### config.mk
export PLATFORM = sky130hd
export DESIGN_NAME = mem_arbiter3
export DESIGN_NICKNAME = d
export VERILOG_FILES = /design/src/rtl/mem_arbiter3_pkg.sv /design/src/rtl/sel3_32b.sv /design/src/rtl/mem_arbiter3.sv
export SDC_FILE = /design/constraint.sdc
export NUM_CORES = 1
export LEC_CHECK = 0
export ABC_AREA = 1
export BUFFER_PORTS_ARGS = -buffer_cell sky130_fd_sc_hd__buf_4
export CAP_MARGIN = 20
export CORE_AREA = 8 8 126 128
export CTS_BUF_LIST = sky130_fd_sc_hd__clkbuf_8
export CTS_CLUSTER_DIAMETER = 60
export DETAILED_ROUTE_END_ITERATION = 8
export DIE_AREA = 0 0 134 136
export SLEW_MARGIN = 30
export SYNTH_ARGS = -nofsm -noshare
export SYNTH_HDL_FRONTEND = slang
export SYNTH_SLANG_ARGS = --single-unit
### constraint.sdc
create_clock -name clk -period 1.93 [get_ports clk]
set_clock_uncertainty 0.1 [all_clocks]
set_input_delay 0.386 -clock clk [delete_from_list [all_inputs] [get_ports clk]]
set_output_delay 0.386 -clock clk [all_outputs]
set_load 0.1 [all_outputs]
### src/rtl/mem_arbiter3_pkg.sv
// Shared definitions for the three-requester memory arbiter: FSM state codes,
// mux select codes and the round-robin winner search.
package mem_arbiter3_pkg;

    localparam logic [1:0] ST_IDLE = 2'd0;
    localparam logic [1:0] ST_BUSY = 2'd1;
    localparam logic [1:0] ST_DONE = 2'd2;

    localparam logic [1:0] SEL_R0 = 2'b00;
    localparam logic [1:0] SEL_R1 = 2'b01;
    localparam logic [1:0] SEL_R2 = 2'b10;

    // Walk candidates from farthest to nearest so the nearest requester after
    // 'last' is the one left in pick.
    function automatic logic [1:0] rr_pick(input logic [2:0] req, input logic [1:0] last);
        logic [1:0] pick;
        int idx;
        pick = SEL_R0;
        for (int k = 3; k >= 1; k--) begin
            idx = (int'(last) + k) % 3;
            if (req[idx]) pick = 2'(idx);
        end
        return pick;
    endfunction

    function automatic logic [2:0] onehot3(input logic [1:0] s);
        return 3'b001 << s;
    endfunction

endpackage

### src/rtl/sel3_32b.sv
// Three-way WIDTH-bit selector; the unused select code yields zero.
module sel3_32b #(
    parameter int WIDTH = 32
) (
    input  logic [WIDTH-1:0] in0,
    input  logic [WIDTH-1:0] in1,
    input  logic [WIDTH-1:0] in2,
    input  logic [1:0]       sel,
    output logic [WIDTH-1:0] out
);

    always_comb begin
        case (sel)
            2'b00:   out = in0;
            2'b01:   out = in1;
            2'b10:   out = in2;
            default: out = '0;
        endcase
    end

endmodule

### src/rtl/mem_arbiter3.sv
// Round-robin arbiter giving three requesters one-at-a-time access to a single
// memory port through an IDLE -> BUSY -> DONE handshake.
module mem_arbiter3
    import mem_arbiter3_pkg::*;
#(
    parameter int WIDTH = 32
) (
    input  logic             clk,
    input  logic             reset_n,
    input  logic [2:0]       req,
    input  logic [2:0]       we,
    input  logic [WIDTH-1:0] addr0,
    input  logic [WIDTH-1:0] addr1,
    input  logic [WIDTH-1:0] addr2,
    input  logic [WIDTH-1:0] wdata0,
    input  logic [WIDTH-1:0] wdata1,
    input  logic [WIDTH-1:0] wdata2,
    input  logic             mem_ready,
    input  logic [WIDTH-1:0] mem_rdata,
    output logic             mem_valid,
    output logic             mem_we,
    output logic [WIDTH-1:0] mem_addr,
    output logic [WIDTH-1:0] mem_wdata,
    output logic [1:0]       sel,
    output logic [2:0]       gnt,
    output logic [2:0]       done,
    output logic [WIDTH-1:0] rdata
);

    logic [1:0]       state;
    logic [1:0]       winner;
    logic [1:0]       last;
    logic             we_q;
    logic [1:0]       pick;
    logic             busy;
    logic [WIDTH-1:0] addr_mux;
    logic [WIDTH-1:0] wdata_mux;

    assign pick = rr_pick(req, last);

    // The write enable is latched at grant; address and data follow the winner live.
    always_ff @(posedge clk or negedge reset_n) begin
        if (!reset_n) begin
            state  <= ST_IDLE;
            winner <= SEL_R0;
            last   <= SEL_R2;
            we_q   <= 1'b0;
            rdata  <= '0;
        end else begin
            case (state)
                ST_IDLE: begin
                    if (|req) begin
                        winner <= pick;
                        we_q   <= we[pick];
                        state  <= ST_BUSY;
                    end
                end
                ST_BUSY: begin
                    if (mem_ready) begin
                        state <= ST_DONE;
                        last  <= winner;
                        if (!we_q) rdata <= mem_rdata;
                    end
                end
                ST_DONE: state   <= ST_IDLE;
                default: state   <= ST_IDLE;
            endcase
        end
    end

    assign busy      = (state == ST_BUSY);
    assign mem_valid = busy;
    assign sel       = busy ? winner : SEL_R0;
    assign gnt       = busy ? onehot3(winner) : 3'b000;
    assign done      = (state == ST_DONE) ? onehot3(winner) : 3'b000;
    assign mem_we    = busy & we_q;
    assign mem_addr  = busy ? addr_mux : '0;
    assign mem_wdata = busy ? wdata_mux : '0;

    sel3_32b #(.WIDTH(WIDTH)) u_addr_sel (
        .in0 (addr0),
        .in1 (addr1),
        .in2 (addr2),
        .sel (sel),
        .out (addr_mux)
    );

    sel3_32b #(.WIDTH(WIDTH)) u_wdata_sel (
        .in0 (wdata0),
        .in1 (wdata1),
        .in2 (wdata2),
        .sel (sel),
        .out (wdata_mux)
    );

endmodule

=== Word-level counts from Yosys, hierarchy flattened ===
Cells that the tools add are included.
W data, S select, Z words.

* Bits in registers: 39
* Bits of input ports: 233
* Output and inout bits: 106
* Word-level logic and storage cells: 55

* Add/sub/neg operators: 3
* Divide/modulo/power cells: 3
* $lt $le $gt $ge: 4
* Equal/unequal tests: 6
* Shifts and indexed selects: 1
* Multiplexer cells: 24
* Bitwise gates (word level): 2
* Reduce and logical (&&, ||, !) cells: 7

{| class="wikitable"
|+ Operator list
! operator !! number
|-
| $pmux W32 S3 || 2
|-
| $lt A32 B4 Y1 const B || 3
|-
| $mod A32 B3 Y32 const B || 3
|-
| $mux W32 || 2
|-
| $mux W2 || 6
|-
| $bmux W1 S2 || 4
|-
| $mux W1 || 7
|-
| $add A2 B2 Y3 const B || 2
|-
| $mux W3 || 2
|-
| $reduce_and A2 Y1 || 3
|-
| $eq A2 B1 Y1 const B || 2
|-
| $eq A2 B2 Y1 const B || 2
|-
| $logic_not A2 Y1 || 2
|-
| $ne A2 B2 Y1 const B || 2
|-
| $pmux W2 S2 || 1
|-
| $add A2 B1 Y3 const B || 1
|-
| $lt A2 B3 Y1 const B || 1
|-
| $reduce_and A3 Y1 || 1
|-
| $reduce_or A3 Y1 || 1
|-
| $shl A1 B2 Y3 const A || 1
|-
| $and A1 B1 Y1 || 1
|-
| $not A1 Y1 || 1
|}

=== Depth between registers and ports, before layout ===
Gate-level depths: netlist of run 1.

* Word-level depth: 10
* Mapped depth: 12
* Gate-level depth less buffers: 11

=== Cells and area by module ===
A second synthesis of run 1 with hierarchy kept.

* Cell total of the unflattened synthesis: 584
* Area total of the unflattened synthesis: 3,952.5 um^2

{| class="wikitable"
|+ By module, submodules not included
! module !! instances !! cells an instance !! area an instance (um^2)
|-
| mem_arbiter3 || 1 || 288 || 2,388.5
|-
| sel3_32b || 2 || 148 || 782.0
|}

=== Worst setup path after synthesis of run 1 ===
Ideal clock, no wire load.

* Path type: register to output
* Start point: reg state[0]
* End point: out done[1]
* Data arrival time: 2,548 ps
* Path slack: -1,104 ps
* Cell stages (with the launch flop): 4
* Buffers on the path: 0
* Cells stage by stage: dfrtp_1 -> inv_2 -> nand2_1 -> nor3_1

* Cells in the longest elaborated chain, start to end: 2

{| class="wikitable"
|+ RTL lines
! what !! RTL line !! text
|-
| start: declaration || mem_arbiter3.sv:30 || <nowiki>logic [1:0] state;</nowiki>
|-
| start signal: assignment || mem_arbiter3.sv:44 || <nowiki>state <= ST_IDLE;</nowiki>
|-
| start signal: assignment || mem_arbiter3.sv:55 || <nowiki>state <= ST_BUSY;</nowiki>
|-
| start signal: assignment || mem_arbiter3.sv:60 || <nowiki>state <= ST_DONE;</nowiki>
|-
| $eq A2 B2 Y1 || mem_arbiter3.sv:75 || <nowiki>assign done = (state == ST_DONE) ? onehot3(winner) : 3'b000;</nowiki>
|-
| $mux W3 || mem_arbiter3.sv:75 ||
|-
| end: declaration || mem_arbiter3.sv:26 || <nowiki>output logic [2:0] done,</nowiki>
|}

No other way between the ends.

=== Worst setup path after layout of run 1 ===
* Start point: reg state[1]
* End point: out mem_addr[1]

* Cells in the longest elaborated chain, start to end: 5
* Elaborated cells between the ends (all ways): 7
* Those cells by class: eq/ne (3); mux (3); reduce/logical (1)

{| class="wikitable"
|+ RTL lines
! what !! RTL line !! text
|-
| $eq A2 B1 Y1 (*) || mem_arbiter3.sv:71 || <nowiki>assign busy = (state == ST_BUSY);</nowiki>
|-
| $mux W2 || mem_arbiter3.sv:73 || <nowiki>assign sel = busy ? winner : SEL_R0;</nowiki>
|-
| $eq A2 B2 Y1, or another cell as far along || sel3_32b.sv:13 || <nowiki>case (sel)</nowiki>
|-
| $pmux W32 S3 || sel3_32b.sv:13 ||
|-
| $mux W32 (*) || mem_arbiter3.sv:77 || <nowiki>assign mem_addr = busy ? addr_mux : '0;</nowiki>
|-
| end: declaration || mem_arbiter3.sv:22 || <nowiki>output logic [WIDTH-1:0] mem_addr,</nowiki>
|}

Mark *: on every way between the ends. The rest lies on a longest branch, timed or not.

==> results.tsv, run 1 <==
stage	metric	value	unit
run_status	status	finished, violations left	
run_status	failing checks	setup timing	
clock_tree	CTS Buf Count	5	
die	Ports	339	
timing	Final Max Slew Viols	0	
timing	Final WS setup	-0.4497	ns
placed_design	placed cells	1096	
die	height of the chip	136	µm
clock_tree	Clock Sinks	39	
clock_tree	Skew-Pair Late Insertion Delay	0.29	ns
detailed_routing	Vias	5077	
synthesis	dominant synthesized flop cell	dfrtp_1	
global_routing	GRT Total Usage	19.57	%
synthesis	most common cell in the netlist	nand2_1	
synthesis	Synth area leaders	nand2_1 (30%), dfrtp_1 (26%), mux2_4 (13%), nand3_1 (10%), inv_1 (8.6%)	
clock_tree	clock slew at reported path FFs	0.07	ns
layout	final instance count without filler cells	1122	
synthesis	synthesized area	3588	µm²
timing	Setup-failing EPs final	67	
worst_setup_path	worst path arrival time	1.89	ns
detailed_routing	drt first pass iters	4	
synthesis	share of the synthesized area in the top cell type	29.60	%
global_routing	GRT overflow	0	
timing	Hold Vio Cnt, Final	0	
clock_tree	H-Tree Depth	2	
synthesis	Syn. warnings	0	
die	starting density of the core	25.56	%
synthesis	Syn Area/Cell	6.241	µm²
synthesis	post-synthesis sequential area ratio	27.23	%
worst_setup_path	worst path cell trace	nor2_4, nand2_4, inv_8, nand2_4, clkinv_8, buf_12, buf_16, nand2_1, nand3_1, nand2_2, clkinvlp_4, buf_12	
detailed_routing	drt wl/cell	17.98	µm
layout	fin nets	1172	
die	die area	18220	µm²
detailed_routing	DRC violations left	0	
worst_hold_path	Worst Hold Class	input port to flip-flop	
clock_tree	Root Buffer	clkbuf_8	
job	Max Cap Viol	0	
placed_design	DP Wirelength	14750	µm
detailed_routing	first-iteration detailed-routing DRC count	182	
synthesis	Post-synth EDFFs	0	
worst_setup_path	highest fanout seen on the critical path	7	
timing	Min Clock Period, post-route	2.380	ns
placed_design	Port-buffer cells	338	
timing	worst-margin pin slew	0.4938	ns
synthesis	Synth top cells by count	nand2_1 (283), inv_1 (82), nand3_1 (75), dfrtp_1 (38), mux2_4 (30)	
worst_setup_path	CP Data Required Time	1.44	ns
timing	fmax	420.2	MHz
synthesis	asr flop ratio synth	100.0	%
synthesis	Synth area leader	nand2_1	
detailed_routing	Routed Antenna Nets	0	
synthesis	Cell variety after synth	24	
die	Die X	134	µm
synthesis	Yosys reg bits	39	
clock_tree	Clock Tree Buf Depth	2	
global_routing	global-route wire length before repair	28130	µm
worst_setup_path	Worst path max stage delay	0.41	ns
layout	area delta synth->final	136.0	%
timing	Final Cycle Share	123.3	%
global_routing	initial antenna violation count	2	
timing	Rel. slew slack	67.08	%
die	Row Count	44	
synthesis	Syn Inst Count	575	
worst_setup_path	Crit-path slowest cell	dfrtp_1	
worst_setup_path	Startpoint Class	flip-flop	
synthesis	Syn Nets	812	
detailed_routing	final WL	20180	µm
layout	layout cells sized above 1	65.81	%
layout	Filler Cell Count	1232	
worst_setup_path	Critical Path End Type	output port	
die	Core Region	14040	µm²
placed_design	placer congestion estimate	0.8421	
clock_tree	CTS tree	built	
worst_setup_path	critical path class	flip-flop to output port	
global_routing	vias in the first global route	5074	
detailed_routing	Via density	4.525	
timing	RSZ-0062 raised after global routing	true	
global_routing	largest net degree at the start of global routing	40	
through the flow:
step	cell area, µm²	setup slack, ns	hold WS (ns)	setup TNS [ns]	utilization (%)
3_5_place_dp	6759	-0.2349	0.2882	-13.48	48.15
5_1_grt	8464	-0.5619	0.1835	-33.77	60.29
3_3_place_gp	6759	-0.2269	0.2883	-11.98	48.15
2_1_floorplan	3894	-0.4618	-0.009591	-24.35	-
6_report	8469	-0.4497	0.1944	-26.41	60.33
4_1_cts	7863	-0.4698	0.1781	-29.05	56.01
path summary, 6_finish.rpt:
check,startpoint,to,slack [ns],cells after the start
worst max-delay path,state[1],mem_addr[1],-0.45,12
worst min-delay path,mem_ready,state[0],0.19,2
worst max register to register,state[1],rdata[7],0.14,7
worst min register to register,we_q,we_q,0.42,2
max in group asynchronous,reset_n,last[1],0.88,2
min in group asynchronous,reset_n,rdata[6],0.49,2
worst max-delay path: cells and delay by family (launching register included):
kind / cells / cell delay (ns)
buffers and inverters: 6 / 0.65
DFF: 1 / 0.41
and+or+nand+nor: 6 / 0.55
area by class of cell:
type,count,area (µm²),area share (%)
diodes,2,5.005,0.05909
clock buffers,5,68.82,0.8125
clock inverters,3,15.01,0.1773
inverters,86,603.1,7.121
multi-input cells,419,2559,30.21
flip-flops and latches,39,977.2,11.54
well taps,184,230.2,2.718
repair buffers,384,4011,47.36
cells by family after synthesis:
kind of cell / count (synthesis) / synth area share [%]
AO/OA/AOI/OAI: 9 / 1.395
adder cells (fa/ha/maj): 4 / 1.395
buffers and inverters: 117 / 14.16
flip-flops: 39 / 27.23
multiplexers: 32 / 13.18
AND/OR/NAND/NOR: 374 / 42.64
layout by cell type, fill, tap and decap left out, types with 2 or more instances in the layout:
cell type,count
inv_1,15
clkbuf_8,5
clkinv_2,3
inv_8,2
mux2_4,30
dfrtp_1,38
nor2_1,6
o21ai_0,4
a21oi_1,2
buf_4,284
clkinv_8,2
mux2_2,2
nor2_4,3
inv_2,3
buf_12,69
ha_1,3
nand2_1,206
nand2_4,7
nand2_2,70
clkbuf_16,4
nor3_2,2
clkinvlp_4,64
buf_8,8
buf_16,4
nand3_1,41
diode_2,2
nand3_2,34
buf_6,14
flip-flops by register name, summed over array words and instances (netlist names):
register,cells
rdata,32
state,2
winner,2
we_q,1
last,2
per-layer routing:
metal  vias to the layer above  GRT usage (%)  wire length, µm  part of all wire [%]
met5                         -              0               13                 0.064
met4                         2          7.923              753                   3.7
met3                        48          5.876             1573                   7.8
met2                       250          34.46            10200                    51
met1                      2316          21.65             7633                    38
li1                       2461              -                -                     -
timing repair:
action                                  CTS  global route
gates resized for setup                 219           136
cloned                                    4             4
pin swaps                                 2             5
hold buffers                              1             0
endpoints found under the setup margin   70            77
hold endpoints to repair                 38             0
buffers inserted                          6             5
Power of run 1 is not shown: default switching activity piles up to over one toggle a cycle in this logic, so the estimate is an artifact.
==> inputs of run 2 (changes only) <==
--- a/config.mk
+++ b/config.mk
@@ -13,6 +13,7 @@
 export CTS_CLUSTER_DIAMETER = 60
 export DETAILED_ROUTE_END_ITERATION = 8
 export DIE_AREA = 0 0 134 136
+export PLACE_DENSITY = 0.62
 export SLEW_MARGIN = 30
 export SYNTH_ARGS = -nofsm -noshare
 export SYNTH_HDL_FRONTEND = slang
==> results.tsv, run 2 (synthesis results as in run 1) <==
stage	metric	value	unit
worst_setup_path	highest fanout seen on the critical path	6	
clock_tree	Skew-Pair Late Insertion Delay	0.29	ns
clock_tree	Root Buffer	clkbuf_8	
worst_setup_path	cell count of the worst reg-to-reg path	9	
worst_setup_path	worst path cell trace	inv_2, nor2_4, nand2_4, inv_8, nand2_4, inv_4, buf_12, clkbuf_16, nand2_2, nand3_2, nand2_2, clkinvlp_4, buf_12	
global_routing	GRT overflow	0	
clock_tree	clock slew at reported path FFs	0.07	ns
timing	Final WS setup	-0.4616	ns
placed_design	Post-Place Setup Slack	-0.3757	ns
global_routing	initial antenna violation count	0	
clock_tree	H-Tree Depth	2	
worst_setup_path	Crit-path slowest cell	dfrtp_1	
die	die area	18220	µm²
global_routing	largest net degree at the start of global routing	40	
clock_tree	Clock Sinks	39	
worst_setup_path	Startpoint Class	flip-flop	
detailed_routing	first-iteration detailed-routing DRC count	202	
layout	layout cells sized above 1	73.04	%
clock_tree	Clock Tree Buf Depth	2	
timing	Min Clock Period, post-route	2.392	ns
worst_setup_path	critical path class	flip-flop to output port	
placed_design	Port-buffer cells	338	
layout	area delta synth->final	150.3	%
worst_setup_path	RR Endpoint	rdata[17]	
global_routing	vias in the first global route	5152	
timing	Hold Vio Cnt, Final	0	
detailed_routing	Via density	4.702	
clock_tree	CTS Buf Count	5	
detailed_routing	Routed Antenna Nets	0	
timing	RSZ-0062 raised after global routing	true	
worst_hold_path	Hold Path End	state[0]	
layout	Largest Register	rdata	
timing	Final Cycle Share	123.9	%
timing	Final Max Slew Viols	0	
run_status	failing checks	setup timing	
layout	fin nets	1178	
run_status	status	finished, violations left	
timing	Setup-failing EPs final	101	
detailed_routing	drt wl/cell	19.13	µm
worst_setup_path	CP Data Required Time	1.44	ns
die	Die X	134	µm
die	Ports	339	
detailed_routing	drt first pass iters	4	
detailed_routing	final WL	21540	µm
worst_setup_path	Critical Path End Type	output port	
layout	ANT cells	0	
layout	max reg flops	32	
layout	most common cell after layout, fill and taps aside	buf_4	
die	height of the chip	136	µm
placed_design	DP Wirelength	14790	µm
worst_setup_path	Worst path max stage delay	0.36	ns
clock_tree	CTS tree	built	
worst_hold_path	worst hold stages	2	
worst_hold_path	Worst Hold Class	input port to flip-flop	
global_routing	global-route wire length before repair	29140	µm
worst_setup_path	Crit Reg-Reg Startpoint	state[0]	
placed_design	placer congestion estimate	0.8478	
die	starting density of the core	25.56	%
detailed_routing	Vias	5294	
layout	most frequent cells in the layout	buf_4 (281), nand2_1 (162), nand2_2 (107)	
worst_setup_path	worst setup path startpoint	state[0]	
worst_setup_path	register-to-register setup slack	-0.17	ns
die	Core Region	14040	µm²
worst_hold_path	Hold Path Origin	mem_ready	
global_routing	GRT Total Usage	20.26	%
timing	worst-margin pin slew	0.4824	ns
die	Row Count	44	
worst_setup_path	worst path arrival time	1.91	ns
job	Max Cap Viol	0	
timing	fmax	418.1	MHz
timing	Rel. slew slack	67.84	%
detailed_routing	DRC violations left	0	
[run 2: metrics by stage]
step | setup TNS [ns] | utilization (%) | cells | cell area (µm²) | hold slack (ns)
finish | -31.65 | 63.98 | 1126 | 8981 | 0.1923
CTS | -32.13 | 58.85 | 1119 | 8262 | 0.1772
global route | -42.69 | 63.98 | 1126 | 8981 | 0.2059
floorplan | -24.35 | - | 575 | 3894 | -0.009591
global placement | -17.63 | 48.11 | 1092 | 6754 | 0.2850
detailed placement | -18.76 | 48.11 | 1092 | 6754 | 0.2870
[run 2: how the worst max path moves through the flow]
stage	endpoint	slack [ns]	cells past startpoint
3_5_place_dp	mem_wdata[6]	-0.38	12
4_1_cts	mem_addr[30]	-0.50	13
6_report	mem_addr[10]	-0.46	13
3_3_place_gp	mem_wdata[6]	-0.34	12
2_1_floorplan	gnt[0]	-0.46	3
5_1_grt	mem_addr[10]	-0.57	13
[run 2: final cells by class]
| cell class | count | area, µm² |
|---|---|---|
| clock buffer | 7 | 96.34 |
| clock inverter | 1 | 3.754 |
| fill | 1134 | 5057 |
| inverter | 86 | 593.1 |
| multi-input combinational | 419 | 2819 |
| sequential | 39 | 977.2 |
| tap | 184 | 230.2 |
| timing repair buffer | 389 | 4255 |
| timing repair inverter | 1 | 6.256 |
[run 2: metal layers]
metal	vias to the layer above	global-route usage [%]	routed length, µm
met2	275	36.00	11000
li1	2480	-	-
met3	47	6.393	1828
met5	-	0	0
met1	2492	22.43	7855
met4	0	6.925	854
[run 2: repair_timing]
action | CTS | global route
hold endpoints to repair | 38 | 0
gates cloned | 7 | 9
resized for setup | 279 | 165
hold buffers | 1 | 0
pin swaps | 5 | 15
setup endpoints to repair | 101 | 107
setup buffers | 12 | 2
[run 2: worst max-delay path: cells and delay by family (launching register included)]
family | cells | cell delay [ns]
buffers and inverters | 7 | 0.74
and+or+nand+nor | 6 | 0.50
DFF | 1 | 0.36
Power of run 2 is left out for the same reason.
==> inputs of run 3 (changes only) <==
--- a/config.mk
+++ b/config.mk
@@ -14,6 +14,7 @@
 export DETAILED_ROUTE_END_ITERATION = 8
 export DIE_AREA = 0 0 134 136
 export PLACE_DENSITY = 0.62
+export REMOVE_ABC_BUFFERS = 1
 export SLEW_MARGIN = 30
 export SYNTH_ARGS = -nofsm -noshare
 export SYNTH_HDL_FRONTEND = slang
==> results.tsv, run 3 (synthesis results as in run 1) <==
stage	metric	value	unit
clock_tree	Clock Sinks	39	
worst_setup_path	CP Data Required Time	1.44	ns
worst_hold_path	Hold Path Origin	mem_ready	
placed_design	Port-buffer cells	338	
timing	RSZ-0062 raised after global routing	true	
die	Row Count	44	
clock_tree	Root Buffer	clkbuf_8	
worst_setup_path	RR Endpoint	rdata[9]	
detailed_routing	drt wl/cell	18.38	µm
worst_setup_path	Worst path max stage delay	0.42	ns
global_routing	GRT overflow	0	
detailed_routing	final WL	20770	µm
die	starting density of the core	25.56	%
timing	Rel. slew slack	66.56	%
detailed_routing	Via density	4.588	
worst_hold_path	worst hold stages	2	
placed_design	placer congestion estimate	0.9056	
placed_design	DP Wirelength	14410	µm
timing	Hold Vio Cnt, Final	0	
global_routing	global-route wire length before repair	29330	µm
worst_setup_path	critical path class	flip-flop to output port	
clock_tree	CTS Buf Count	5	
detailed_routing	DRC violations left	0	
run_status	failing checks	setup timing	
clock_tree	H-Tree Depth	2	
layout	area delta synth->final	132.1	%
clock_tree	clock slew at reported path FFs	0.09	ns
timing	worst-margin pin slew	0.5016	ns
global_routing	largest net degree at the start of global routing	40	
die	height of the chip	136	µm
timing	Setup-failing EPs final	103	
clock_tree	Skew-Pair Late Insertion Delay	0.30	ns
worst_setup_path	Crit Reg-Reg Startpoint	state[1]	
timing	Final WS setup	-0.4585	ns
die	Die X	134	µm
worst_setup_path	worst path arrival time	1.90	ns
clock_tree	CTS tree	built	
detailed_routing	drt first pass iters	5	
detailed_routing	Vias	5184	
worst_setup_path	Critical Path End Type	output port	
worst_setup_path	Crit-path slowest cell	dfrtp_1	
die	Ports	339	
job	Max Cap Viol	0	
run_status	status	finished, violations left	
worst_setup_path	CP delay by family, top	buffers and inverters	
detailed_routing	Routed Antenna Nets	0	
layout	ANT cells	0	
worst_setup_path	Startpoint Class	flip-flop	
die	Core Region	14040	µm²
timing	Fin Hold WS	0.1865	ns
timing	fmax	418.7	MHz
global_routing	initial antenna violation count	0	
worst_setup_path	worst path bufs/invs	6	
layout	fin nets	1182	
clock_tree	Clock Tree Buf Depth	2	
worst_setup_path	cell count of the worst reg-to-reg path	9	
die	die area	18220	µm²
global_routing	GRT Total Usage	20.22	%
layout	max reg flops	32	
worst_setup_path	Crit. path cell count	12	
detailed_routing	first-iteration detailed-routing DRC count	237	
timing	Min Clock Period, post-route	2.388	ns
layout	most frequent cells in the layout	buf_4 (288), nand2_1 (252), buf_12 (83)	
worst_hold_path	Worst Hold Class	input port to flip-flop	
layout	Largest Register	rdata	
worst_setup_path	most used cell, CP	nand2_1	
worst_hold_path	Hold Path End	state[0]	
timing	Final Cycle Share	123.8	%
layout	most common cell after layout, fill and taps aside	buf_4	
worst_setup_path	worst path cell trace	nor2_4, nand2_1, inv_2, nand2_2, clkinv_4, buf_6, buf_12, nand2_1, nand3_2, nand2_1, inv_2, buf_12	
worst_setup_path	register-to-register setup slack	-0.04	ns
global_routing	vias in the first global route	5134	
timing	Final Max Slew Viols	0	
worst_setup_path	highest fanout seen on the critical path	12	
layout	layout cells sized above 1	60.04	%
[run 3: cell types whose count changed in the layout (fill, tap and decap cells not counted), sizes merged]
| cell | change |
|---|---|
| clkinvlp | -63 |
| inv | +61 |
| buf | +7 |
| clkbuf | -3 |
| bufinv | +2 |
| bufbuf | -1 |
| clkinv | +1 |
[run 3: how the worst max path moves through the flow]
stage                   endpoint  startpoint  slack [ns]
global placement       rdata[19]    state[1]       -0.14
floorplan            mem_addr[0]    state[1]       -3.23
CTS                 mem_wdata[7]    state[0]       -0.44
finish               mem_addr[3]    state[1]       -0.46
global route         mem_addr[3]    state[1]       -0.53
detailed placement   mem_addr[5]    state[1]       -0.20
[run 3: final cells by class]
class	instances	area, µm²
repair buffers	394	4264
fillers	1190	5709
well taps	184	230.2
clock buffers	5	68.82
inverters	86	335.3
multi-input cells	419	2386
flip-flops and latches	39	977.2
clock inverters	3	67.56
[run 3: stage by stage]
| stage | cells | setup TNS [ns] | util (%) | area, µm² | setup slack (ns) |
|---|---|---|---|---|---|
| floorplan | 544 | -259.47 | - | 3403 | -3.233 |
| global placement | 1091 | -11.58 | 45.76 | 6424 | -0.1411 |
| detailed placement | 1091 | -15.55 | 45.76 | 6424 | -0.2016 |
| CTS | 1116 | -27.80 | 55.67 | 7815 | -0.4380 |
| global route | 1130 | -34.78 | 59.33 | 8329 | -0.5278 |
| finish | 1130 | -25.69 | 59.33 | 8329 | -0.4585 |
[run 3: what timing repair did]
| item | 4_1_cts | 5_1_grt |
|---|---|---|
| hold buffers | 1 | 0 |
| gates cloned | 7 | 6 |
| pin swaps | 3 | 10 |
| endpoints found under the setup margin | 103 | 106 |
| gates resized for setup | 298 | 84 |
| endpoints found under the hold margin | 38 | 0 |
| buffers inserted | 10 | 11 |
[run 3: per-layer routing]
layer / global-route usage, % / vias to the layer above / wire length (µm)
met5: 0 / - / 0
met4: 6.488 / 0 / 603
met3: 5.174 / 37 / 1496
met2: 37.00 / 266 / 11060
met1: 22.42 / 2400 / 7603
li1: - / 2481 / -
Power of run 3 is left out for the same reason.
